File: config.mk
export PLATFORM = sky130hd
export DESIGN_NAME = gold_catch_arbiter
export DESIGN_NICKNAME = d
export VERILOG_FILES = /design/src/rtl/gold_catch_pkg.sv /design/src/rtl/hook_claim_fsm.sv /design/src/rtl/gold_catch_arbiter.sv
export SDC_FILE = /design/constraint.sdc
export NUM_CORES = 1
export LEC_CHECK = 0
export BUFFER_PORTS_ARGS = -buffer_cell sky130_fd_sc_hd__buf_2
export CORE_ASPECT_RATIO = 1.2
export CORE_UTILIZATION = 47
export DETAILED_ROUTE_END_ITERATION = 10
export GPL_ROUTABILITY_DRIVEN = 0
export PLACE_DENSITY = 0.8
export SKIP_LAST_GASP = 1
export SLEW_MARGIN = 15
export SYNTH_ARGS = -nofsm -noshare
export SYNTH_HDL_FRONTEND = slang
export SYNTH_SLANG_ARGS = --single-unit
File: constraint.sdc
create_clock -name Clk -period 3.6 [get_ports Clk]
set_clock_uncertainty 0.15 [all_clocks]
set_input_delay 0.18 -clock Clk [delete_from_list [all_inputs] [get_ports Clk]]
set_output_delay 0.18 -clock Clk [all_outputs]
set_load 0.05 [all_outputs]
File: src/rtl/gold_catch_pkg.sv
// Shared types and helpers for the gold-catch arbiter: hook FSM states,
// default sizing constants and a lowest-set-bit finder.
package gold_catch_pkg;

    localparam int unsigned DefNItems        = 8;
    localparam int unsigned DefValW          = 8;
    localparam int unsigned DefTimeoutCycles = 50000000;

    // lowest_set works on a fixed-width mask; N_ITEMS must not exceed MaxItems.
    localparam int unsigned MaxItems = 64;
    localparam int unsigned IdxW     = 6;

    typedef enum logic [2:0] {
        IDLE,
        GRANT,
        PULL,
        CREDIT,
        BLAST
    } hook_state_t;

    typedef enum logic {
        PrioLeft,
        PrioRight
    } prio_t;

    typedef struct packed {
        logic            valid;
        logic [IdxW-1:0] idx;
    } lowest_t;

    function automatic lowest_t lowest_set(input logic [MaxItems-1:0] mask);
        lowest_t res;
        res.valid = 1'b0;
        res.idx   = '0;
        for (int i = MaxItems - 1; i >= 0; i--) begin
            if (mask[i]) begin
                res.valid = 1'b1;
                res.idx   = i[IdxW-1:0];
            end
        end
        return res;
    endfunction

endpackage

File: src/rtl/hook_claim_fsm.sv
// Per-hook claim FSM: IDLE -> GRANT -> PULL -> CREDIT/BLAST -> IDLE.
// Pull timeout counter exists only when CATCH_TIMEOUT_EN is defined.
module hook_claim_fsm
    import gold_catch_pkg::*;
#(
    parameter int unsigned N_ITEMS        = DefNItems,
    parameter int unsigned VAL_W          = DefValW,
    parameter int unsigned TIMEOUT_CYCLES = DefTimeoutCycles
) (
    input  logic                     Clk,
    input  logic                     clear,
    input  logic [N_ITEMS-1:0]       award_mask,
    input  logic [N_ITEMS*VAL_W-1:0] item_value,
    input  logic                     hook_home,
    input  logic                     is_explode,
    output logic                     idle,
    output logic                     busy,
    output logic [N_ITEMS-1:0]       grant,
    output logic [N_ITEMS-1:0]       release_mask,
    output logic                     score_pulse,
    output logic [VAL_W-1:0]         score_add,
    output logic                     timeout
);

    hook_state_t        state_q;
    logic [N_ITEMS-1:0] grant_q;
    logic               score_pulse_q;
    logic [VAL_W-1:0]   score_add_q;
    logic               timeout_q;
    logic [VAL_W-1:0]   value_sel;

    always_comb begin
        value_sel = '0;
        for (int i = 0; i < N_ITEMS; i++) begin
            if (grant_q[i]) value_sel = value_sel | item_value[i*VAL_W +: VAL_W];
        end
    end

`ifdef CATCH_TIMEOUT_EN
    localparam int unsigned CntW = (TIMEOUT_CYCLES > 2) ? $clog2(TIMEOUT_CYCLES) : 1;
    logic [CntW-1:0] cnt_q;
    logic            at_limit;

    assign at_limit     = (cnt_q == CntW'(TIMEOUT_CYCLES - 1));
    // Home and explode take precedence over an expiring counter.
    assign release_mask = (state_q == PULL && !is_explode && !hook_home && at_limit) ?
                          grant_q : '0;
`else
    assign release_mask = '0;
`endif

    always_ff @(posedge Clk) begin
        if (clear) begin
            state_q       <= IDLE;
            grant_q       <= '0;
            score_pulse_q <= 1'b0;
            score_add_q   <= '0;
            timeout_q     <= 1'b0;
`ifdef CATCH_TIMEOUT_EN
            cnt_q         <= '0;
`endif
        end else begin
            score_pulse_q <= 1'b0;
            score_add_q   <= '0;
            timeout_q     <= 1'b0;
            unique case (state_q)
                IDLE: begin
                    if (|award_mask) begin
                        state_q <= GRANT;
                        grant_q <= award_mask;
                    end
                end
                GRANT: begin
                    state_q <= PULL;
`ifdef CATCH_TIMEOUT_EN
                    cnt_q   <= '0;
`endif
                end
                PULL: begin
                    if (is_explode) begin
                        state_q <= BLAST;
                    end else if (hook_home) begin
                        state_q       <= CREDIT;
                        score_pulse_q <= 1'b1;
                        score_add_q   <= value_sel;
`ifdef CATCH_TIMEOUT_EN
                    end else if (at_limit) begin
                        state_q   <= IDLE;
                        grant_q   <= '0;
                        timeout_q <= 1'b1;
                    end else begin
                        cnt_q <= cnt_q + 1'b1;
`endif
                    end
                end
                CREDIT, BLAST: begin
                    state_q <= IDLE;
                    grant_q <= '0;
                end
                default: begin
                    state_q <= IDLE;
                    grant_q <= '0;
                end
            endcase
        end
    end

    assign idle        = (state_q == IDLE);
    assign busy        = (state_q != IDLE);
    assign grant       = grant_q;
    assign score_pulse = score_pulse_q;
    assign score_add   = score_add_q;
    assign timeout     = timeout_q;

endmodule

File: src/rtl/gold_catch_arbiter.sv
// Two-hook item arbiter: owns the taken mask and the contention priority bit.
// Optional feature: CATCH_TIMEOUT_EN enables the per-hook pull abort timer.
module gold_catch_arbiter
    import gold_catch_pkg::*;
#(
    parameter int unsigned N_ITEMS        = DefNItems,
    parameter int unsigned VAL_W          = DefValW,
    parameter int unsigned TIMEOUT_CYCLES = DefTimeoutCycles
) (
    input  logic                     Clk,
    input  logic                     reset_n,
    input  logic                     is_new_game_start,
    input  logic [N_ITEMS-1:0]       hitl,
    input  logic [N_ITEMS-1:0]       hitr,
    input  logic [N_ITEMS*VAL_W-1:0] item_value,
    input  logic                     hook_homel,
    input  logic                     hook_homer,
    input  logic                     is_explodel,
    input  logic                     is_exploder,
    output logic [N_ITEMS-1:0]       grantl,
    output logic [N_ITEMS-1:0]       grantr,
    output logic [N_ITEMS-1:0]       taken,
    output logic                     busyl,
    output logic                     busyr,
    output logic                     score_pulsel,
    output logic                     score_pulser,
    output logic [VAL_W-1:0]         score_addl,
    output logic [VAL_W-1:0]         score_addr,
    output logic                     timeoutl,
    output logic                     timeoutr
);

    logic               clear;
    logic [N_ITEMS-1:0] taken_q, taken_d;
    prio_t              prio_q, prio_d;
    logic               idle_l, idle_r;
    logic [N_ITEMS-1:0] release_l, release_r;
    logic [N_ITEMS-1:0] award_mask_l, award_mask_r;
    lowest_t            cand_l, cand_r;
    logic               want_l, want_r, contested;

    assign clear = !reset_n || is_new_game_start;

    always_comb begin
        cand_l    = lowest_set(MaxItems'(hitl & ~taken_q & ~grantr));
        cand_r    = lowest_set(MaxItems'(hitr & ~taken_q & ~grantl));
        want_l    = idle_l && cand_l.valid;
        want_r    = idle_r && cand_r.valid;
        contested = want_l && want_r && (cand_l.idx == cand_r.idx);

        award_mask_l = '0;
        award_mask_r = '0;
        if (want_l && (!contested || prio_q == PrioLeft)) begin
            award_mask_l = N_ITEMS'(1) << cand_l.idx;
        end
        if (want_r && (!contested || prio_q == PrioRight)) begin
            award_mask_r = N_ITEMS'(1) << cand_r.idx;
        end

        prio_d  = contested ? ((prio_q == PrioLeft) ? PrioRight : PrioLeft) : prio_q;
        taken_d = (taken_q | award_mask_l | award_mask_r) & ~(release_l | release_r);
    end

    always_ff @(posedge Clk) begin
        if (clear) begin
            taken_q <= '0;
            prio_q  <= PrioLeft;
        end else begin
            taken_q <= taken_d;
            prio_q  <= prio_d;
        end
    end

    assign taken = taken_q;

    hook_claim_fsm #(
        .N_ITEMS        (N_ITEMS),
        .VAL_W          (VAL_W),
        .TIMEOUT_CYCLES (TIMEOUT_CYCLES)
    ) u_hook_l (
        .Clk          (Clk),
        .clear        (clear),
        .award_mask   (award_mask_l),
        .item_value   (item_value),
        .hook_home    (hook_homel),
        .is_explode   (is_explodel),
        .idle         (idle_l),
        .busy         (busyl),
        .grant        (grantl),
        .release_mask (release_l),
        .score_pulse  (score_pulsel),
        .score_add    (score_addl),
        .timeout      (timeoutl)
    );

    hook_claim_fsm #(
        .N_ITEMS        (N_ITEMS),
        .VAL_W          (VAL_W),
        .TIMEOUT_CYCLES (TIMEOUT_CYCLES)
    ) u_hook_r (
        .Clk          (Clk),
        .clear        (clear),
        .award_mask   (award_mask_r),
        .item_value   (item_value),
        .hook_home    (hook_homer),
        .is_explode   (is_exploder),
        .idle         (idle_r),
        .busy         (busyr),
        .grant        (grantr),
        .release_mask (release_r),
        .score_pulse  (score_pulser),
        .score_add    (score_addr),
        .timeout      (timeoutr)
    );

endmodule

==> results.yml, run 1 <==
power_and_ir_drop:
  switching_share_pct: 37.8
  clkPwrFrac_pct: 24.0
  vdd_drop_max_mv: 0.231
  power_density_mw_per_mm2: 410
  internal-power_mw: 0.947
  p_sw_mw: 0.575
  p_seq_share_pct: 39.6
  p_leak_nw: 1.65
  p_comb_share_pct: 36.5
  p_total_mw: 1.52
flow_run:
  cap_violations: 0
final_layout:
  fill_cells: 503
  seq_area_um2: 981
  multiInputGateArea_mm2: 0.00176
  drive_gt1_share_pct: 40.3
  syn_to_final_growth_pct: 28.2
  final_cells: 517
  layout.nets: 523
  num_antenna_cells: 0
synthesis:
  synth_edf_count: 0
  ys_seq_elements: 49
  yosysUniqueCellTypes: 57
  synth_top_area_cell: "dfxtp_1"
  postSynthCellCount: 308
  yosys-top-cells-count: "49 x dfxtp_1, 33 x a22oi_1, 20 x a31oi_1, 19 x a22o_1, 18 x nor2_1"
  yosys-top-cells-area: "dfxtp_1 34%, a22oi_1 8.5%, a22o_1 5.7%"
  ys.flop_type: "dfxtp_1"
  synth_most_common_cell: "dfxtp_1"
  syn_area_mm2: 0.00290
  ys_seq_area_share_pct: 33.9
  yosysTopAreaCellShare_pct: 33.9
  async_reset_ff_share_pct: 0
  avgSynthCellArea_um2: 9.41
  ys_warn_count: 0
worst_setup_path:
  reg2reg_depth: 8
  worstPathRequired_ps: 3650
  path_class: "reg -> reg"
  worst_path_max_delay_cell: "dfxtp_1"
  crit_cells: 8
  slowest_delay_ps: 650
  critPathTopFamily: "compound AO/OA/AOI/OAI gates"
  worstPathArrival_ps: 3120
  cp-end-kind: "flop"
  worst-path-max-fanout: 11
  cp_cell_sequence: "nor3b_2, nor4_1, a21bo_2, xnor2_2, o41ai_1, nand2b_1, nor3_1, a311o_1"
  path_buf_inv: 0
  cp-start-kind: "flop"
drt:
  drt-initial-drc-count: 410
  detail-route-antenna-nets: 0
  wl_per_cell_um: 20.4
  vias: 3326
  totalWireLength_um: 10500
  via_per_inst: 6.43
  dr.pass1.iters: 5
  drc: 0
timing:
  fmax_mhz: 325
  finalHoldViolCount: 0
  slew_viol_final: 0
  finalSetupTns_ps: 0
  slew_headroom_pct: 56.2
  grt_setup_unrepaired: "no"
  hold_slack_ps: 30.9
  setup_viol: 0
  worstMarginPinSlew_ps: 655
  min_period_ps: 3070
  fin_crit_sh_pct: 85.4
clocking:
  cts.repair.resized: 0
  cts.clk_slew.worst_paths_ps: 90
  htreeDepth: 2
  clk_path_buf_depth: 2
  cts-root-buf: "clkbuf_8"
  cts_tree: "yes"
  clock_latency_ps: 310
  cts_buffers: 5
  clock_sinks: 49
die:
  start_util_pct: 49.8
  dieArea_mm2: 0.00648
  ios: 133
  die_h_um: 88.0
  rows: 30
  dieWidth_um: 73.7
  core-area_mm2: 0.00582
placement:
  dp_cells: 507
  portBuffers: 130
  dpl.hpwl_um: 7990
grt:
  first_global_vias: 3118
  grt_antenna_before_repair: 0
  met2_usage_pct: 54.0
  grt_remaining_overflow: 0
  busiest_layer: "met2"
  met3_usage_pct: 5.87
  grtUsageMet1_pct: 38.9
  grt_pass1_wl_um: 15500
  grt_max_degree: 15
  grt_usage_pct: 32.1
hold_path:
  worstHoldPathType: "in -> reg"
  holdPathStages: 3
run_status:
  status: "complete, no violations"
## path summary, 6_finish.rpt
check                                         from  slack [ps]                               end
setup / recovery    u_hook_l.grant[3]$_SDFFE_PP0P_         530               taken[0]$_SDFF_PP0_
hold / removal                      item_value[50]          30  u_hook_r.score_add[2]$_SDFF_PP0_
setup reg to reg    u_hook_l.grant[3]$_SDFFE_PP0P_         530               taken[0]$_SDFF_PP0_
hold reg to reg   u_hook_r.state_q[2]$_SDFFE_PP0P_         360  u_hook_r.state_q[1]$_SDFFE_PP0P_
## timing repair
action,in CTS,in global routing
hold buffers,2,0
setup buffers,0,0
hold endpoints to repair,2,0
## final cells by class
class,instances,share of cell area [%]
inverters,5,0.505
well taps,80,2.69
multi-input cells,232,47.4
clock buffers,7,2.59
clock inverters,1,0.135
repair buffers,143,20.3
flip-flops and latches,49,26.4
## cell families (layout without fill, tap and decap cells)
kind of cell | count (synthesis) | in the layout | synth area share (%)
AOI/OAI and AO/OA | 130 | 130 | 36.4
xor gates and xnor gates | 5 | 5 | 2.29
buffers and inverters | 28 | 156 | 5.53
DFF | 49 | 49 | 33.9
other | 1 | 2 | 0.129
and+or+nand+nor | 95 | 95 | 21.8
## sequential cells by signal (all words and copies together) (netlist names)
signal / cells
u_hook_l.score_pulse: 1
taken: 8
u_hook_r.score_add: 8
u_hook_r.score_pulse: 1
u_hook_l.grant: 8
u_hook_r.state_q: 3
u_hook_r.grant: 8
prio_q: 1
u_hook_l.state_q: 3
u_hook_l.score_add: 8
## stage by stage
stage	area (um^2)	utilization, %	setup slack (ps)
finish	3710	63.8	526
global placement	3590	61.8	788
CTS	3710	63.8	664
global route	3710	63.8	405
floorplan	2900	-	410
detailed placement	3590	61.8	663
## cells in the final DEF, fill, tap and decap left out, types with 2 or more instances in the layout
cell type,Yosys,final
buf_2,11,130
dfxtp_1,49,49
a22oi_1,33,33
a31oi_1,20,20
a22o_1,19,19
nor2_1,18,18
a221oi_1,16,16
nor3_1,11,11
buf_4,5,11
nand2_1,10,10
nor3b_2,9,9
nand3_1,8,8
a21oi_1,7,7
clkbuf_8,0,7
nand2b_1,6,6
nor2b_1,6,6
inv_1,5,5
nor3b_1,5,5
a21o_1,5,5
o21ai_0,5,5
and2_1,4,4
or3_1,3,3
xnor2_2,3,3
a32o_1,3,3
nor3b_4,2,2
nor4_1,2,2
a21boi_4,2,2
or3b_1,2,2
a211oi_4,2,2
a21bo_1,2,2
nand4_1,2,2
a221o_1,2,2
conb_1,1,2
dlygate4sd3_1,0,2
## power groups by stage
stage                     Clock, mW  Combinational, mW  Sequential [mW]
after floorplan                   0              0.333            0.659
after global placement            0              0.528            0.613
after detailed placement          0              0.540            0.614
after CTS                     0.367              0.543            0.601
after global routing          0.390              0.586            0.605
final                         0.365              0.555            0.602
## worst register-to-register path: cells and delay by family, from the launching register on
| family | cells | cell delay (ps) |
|---|---|---|
| xor+xnor | 1 | 200 |
| simple gates | 4 | 790 |
| compound gates | 3 | 1200 |
| flops | 1 | 650 |
## routing by layer
layer	routed length, um	share of wire, %
met4	298	2.8
met5	0	0
met3	1170	11
met1	4070	39
met2	5010	48
(Power assumes the default switching activity.)
==> run 2: changes to the inputs <==
clock period = 3.35 ns   (was 3.6 ns; I/O delays follow)
==> results.yml, run 2 (synthesized netlist as in run 1, its figures left out) <==
worst_setup_path:
  cp_cell_sequence: "nor3b_2, nor4_1, a21bo_2, xnor2_2, o41ai_1, nand2b_1, nor3_1, a311o_1"
  worst-path-max-fanout: 11
  cp-end-kind: "flop"
  path_buf_inv: 0
  r2r-start: "u_hook_l.grant[3]$_SDFFE_PP0P_"
  worst_path_max_delay_cell: "dfxtp_1"
  crit_cells: 8
  worstPathArrival_ps: 3140
  path_class: "reg -> reg"
  slowest_delay_ps: 710
  critPathTopFamily: "compound AO/OA/AOI/OAI gates"
  cp-start-kind: "flop"
  startpoint: "u_hook_l.grant[3]$_SDFFE_PP0P_"
  worstPathRequired_ps: 3400
  reg2reg_depth: 8
clocking:
  cts.repair.resized: 0
  cts_tree: "yes"
  cts_hold_buf: 2
  htreeDepth: 2
  clock_latency_ps: 310
  cts-root-buf: "clkbuf_8"
  post_cts_buffers: 0
  clk_path_buf_depth: 2
  cts_buffers: 5
  cts.clk_slew.worst_paths_ps: 90
  clock_sinks: 49
hold_path:
  worstHoldPathType: "in -> reg"
  min-delay-start: "item_value[38]"
  holdPathStages: 3
final_layout:
  layout.nets: 524
  num_antenna_cells: 0
  syn_to_final_growth_pct: 29.6
  drive_gt1_share_pct: 40.4
  final_cell_mix: "130 x buf_2, 49 x dfxtp_1, 33 x a22oi_1"
  final_common_cell: "buf_2"
grt:
  first_global_vias: 3107
  grt_usage_pct: 31.9
  grt_max_degree: 16
  grt_remaining_overflow: 0
  grt_antenna_before_repair: 0
  grt_pass1_wl_um: 15600
timing:
  hold_slack_ps: 4.44
  slew_headroom_pct: 58.6
  worstMarginPinSlew_ps: 620
  setup_viol: 0
  slew_viol_final: 0
  fmax_mhz: 323
  fin_crit_sh_pct: 92.3
  finalSetupTns_ps: 0
  min_period_ps: 3090
  grt_setup_unrepaired: "no"
  finalHoldViolCount: 0
power_and_ir_drop:
  p_total_mw: 1.75
  power_density_mw_per_mm2: 465
  clkPwrFrac_pct: 28.7
  switching_share_pct: 35.5
  internal-power_mw: 1.13
  p_sw_mw: 0.619
  vdd_drop_max_mv: 0.310
  p_seq_share_pct: 36.9
  p_comb_share_pct: 34.4
  p_leak_nw: 1.66
flow_run:
  cap_violations: 0
drt:
  via_per_inst: 6.45
  vias: 3340
  totalWireLength_um: 10500
  drt-initial-drc-count: 340
  detail-route-antenna-nets: 0
  drc: 0
  dr.pass1.iters: 5
  wl_per_cell_um: 20.2
placement:
  dpl.hpwl_um: 7890
  portBuffers: 130
die:
  dieWidth_um: 73.7
  ios: 133
  rows: 30
  core-area_mm2: 0.00582
  dieArea_mm2: 0.00648
  die_h_um: 88.0
  start_util_pct: 49.8
run_status:
  status: "complete, no violations"
## run 2: final cells by class
class / instances / area (um^2)
clock inverter: 3 / 65.1
clock buffer: 5 / 68.8
sequential: 49 / 981
inverter: 5 / 18.8
multi-input combinational: 232 / 1760
timing repair buffer: 144 / 761
fill: 498 / 2060
tap: 80 / 100
## run 2: layer usage
metal	GRT usage, %	part of all wire (%)	vias to the layer above
met5	0	0	-
met4	15.7	4.4	0
met3	5.75	11	49
met2	54.0	47	306
met1	38.6	37	1513
li1	-	-	1472
## run 2: power by group through the flow
stage | combinational (mW) | sequential (mW) | clock [mW]
after floorplan | 0.358 | 0.708 | 0
after global placement | 0.574 | 0.656 | 0
after detailed placement | 0.582 | 0.658 | 0
after CTS | 0.588 | 0.644 | 0.507
after global routing | 0.639 | 0.649 | 0.530
final | 0.600 | 0.646 | 0.501
## run 2: worst paths after layout
check	end	slack [ps]
hold reg to reg	u_hook_r.state_q[1]$_SDFFE_PP0P_	350
hold / removal	u_hook_l.score_add[6]$_SDFF_PP0_	4
setup reg to reg	taken[0]$_SDFF_PP0_	260
setup / recovery	taken[0]$_SDFF_PP0_	260
## run 2: worst register-to-register path, delay by kind of cell (launching register included)
family / cells / cell delay, ps
AOI/OAI and AO/OA: 3 / 1170
DFF: 1 / 710
xor gates and xnor gates: 1 / 190
and+or+nand+nor: 4 / 790
## run 2: metrics by stage
stage / instances / utilization [%] / cell area (um^2) / setup slack, ps
detailed placement: 508 / 61.9 / 3600 / 380
global placement: 508 / 61.9 / 3600 / 542
finish: 518 / 64.5 / 3750 / 258
floorplan: 309 / - / 2900 / 160
CTS: 518 / 64.5 / 3750 / 382
global route: 518 / 64.5 / 3750 / 135
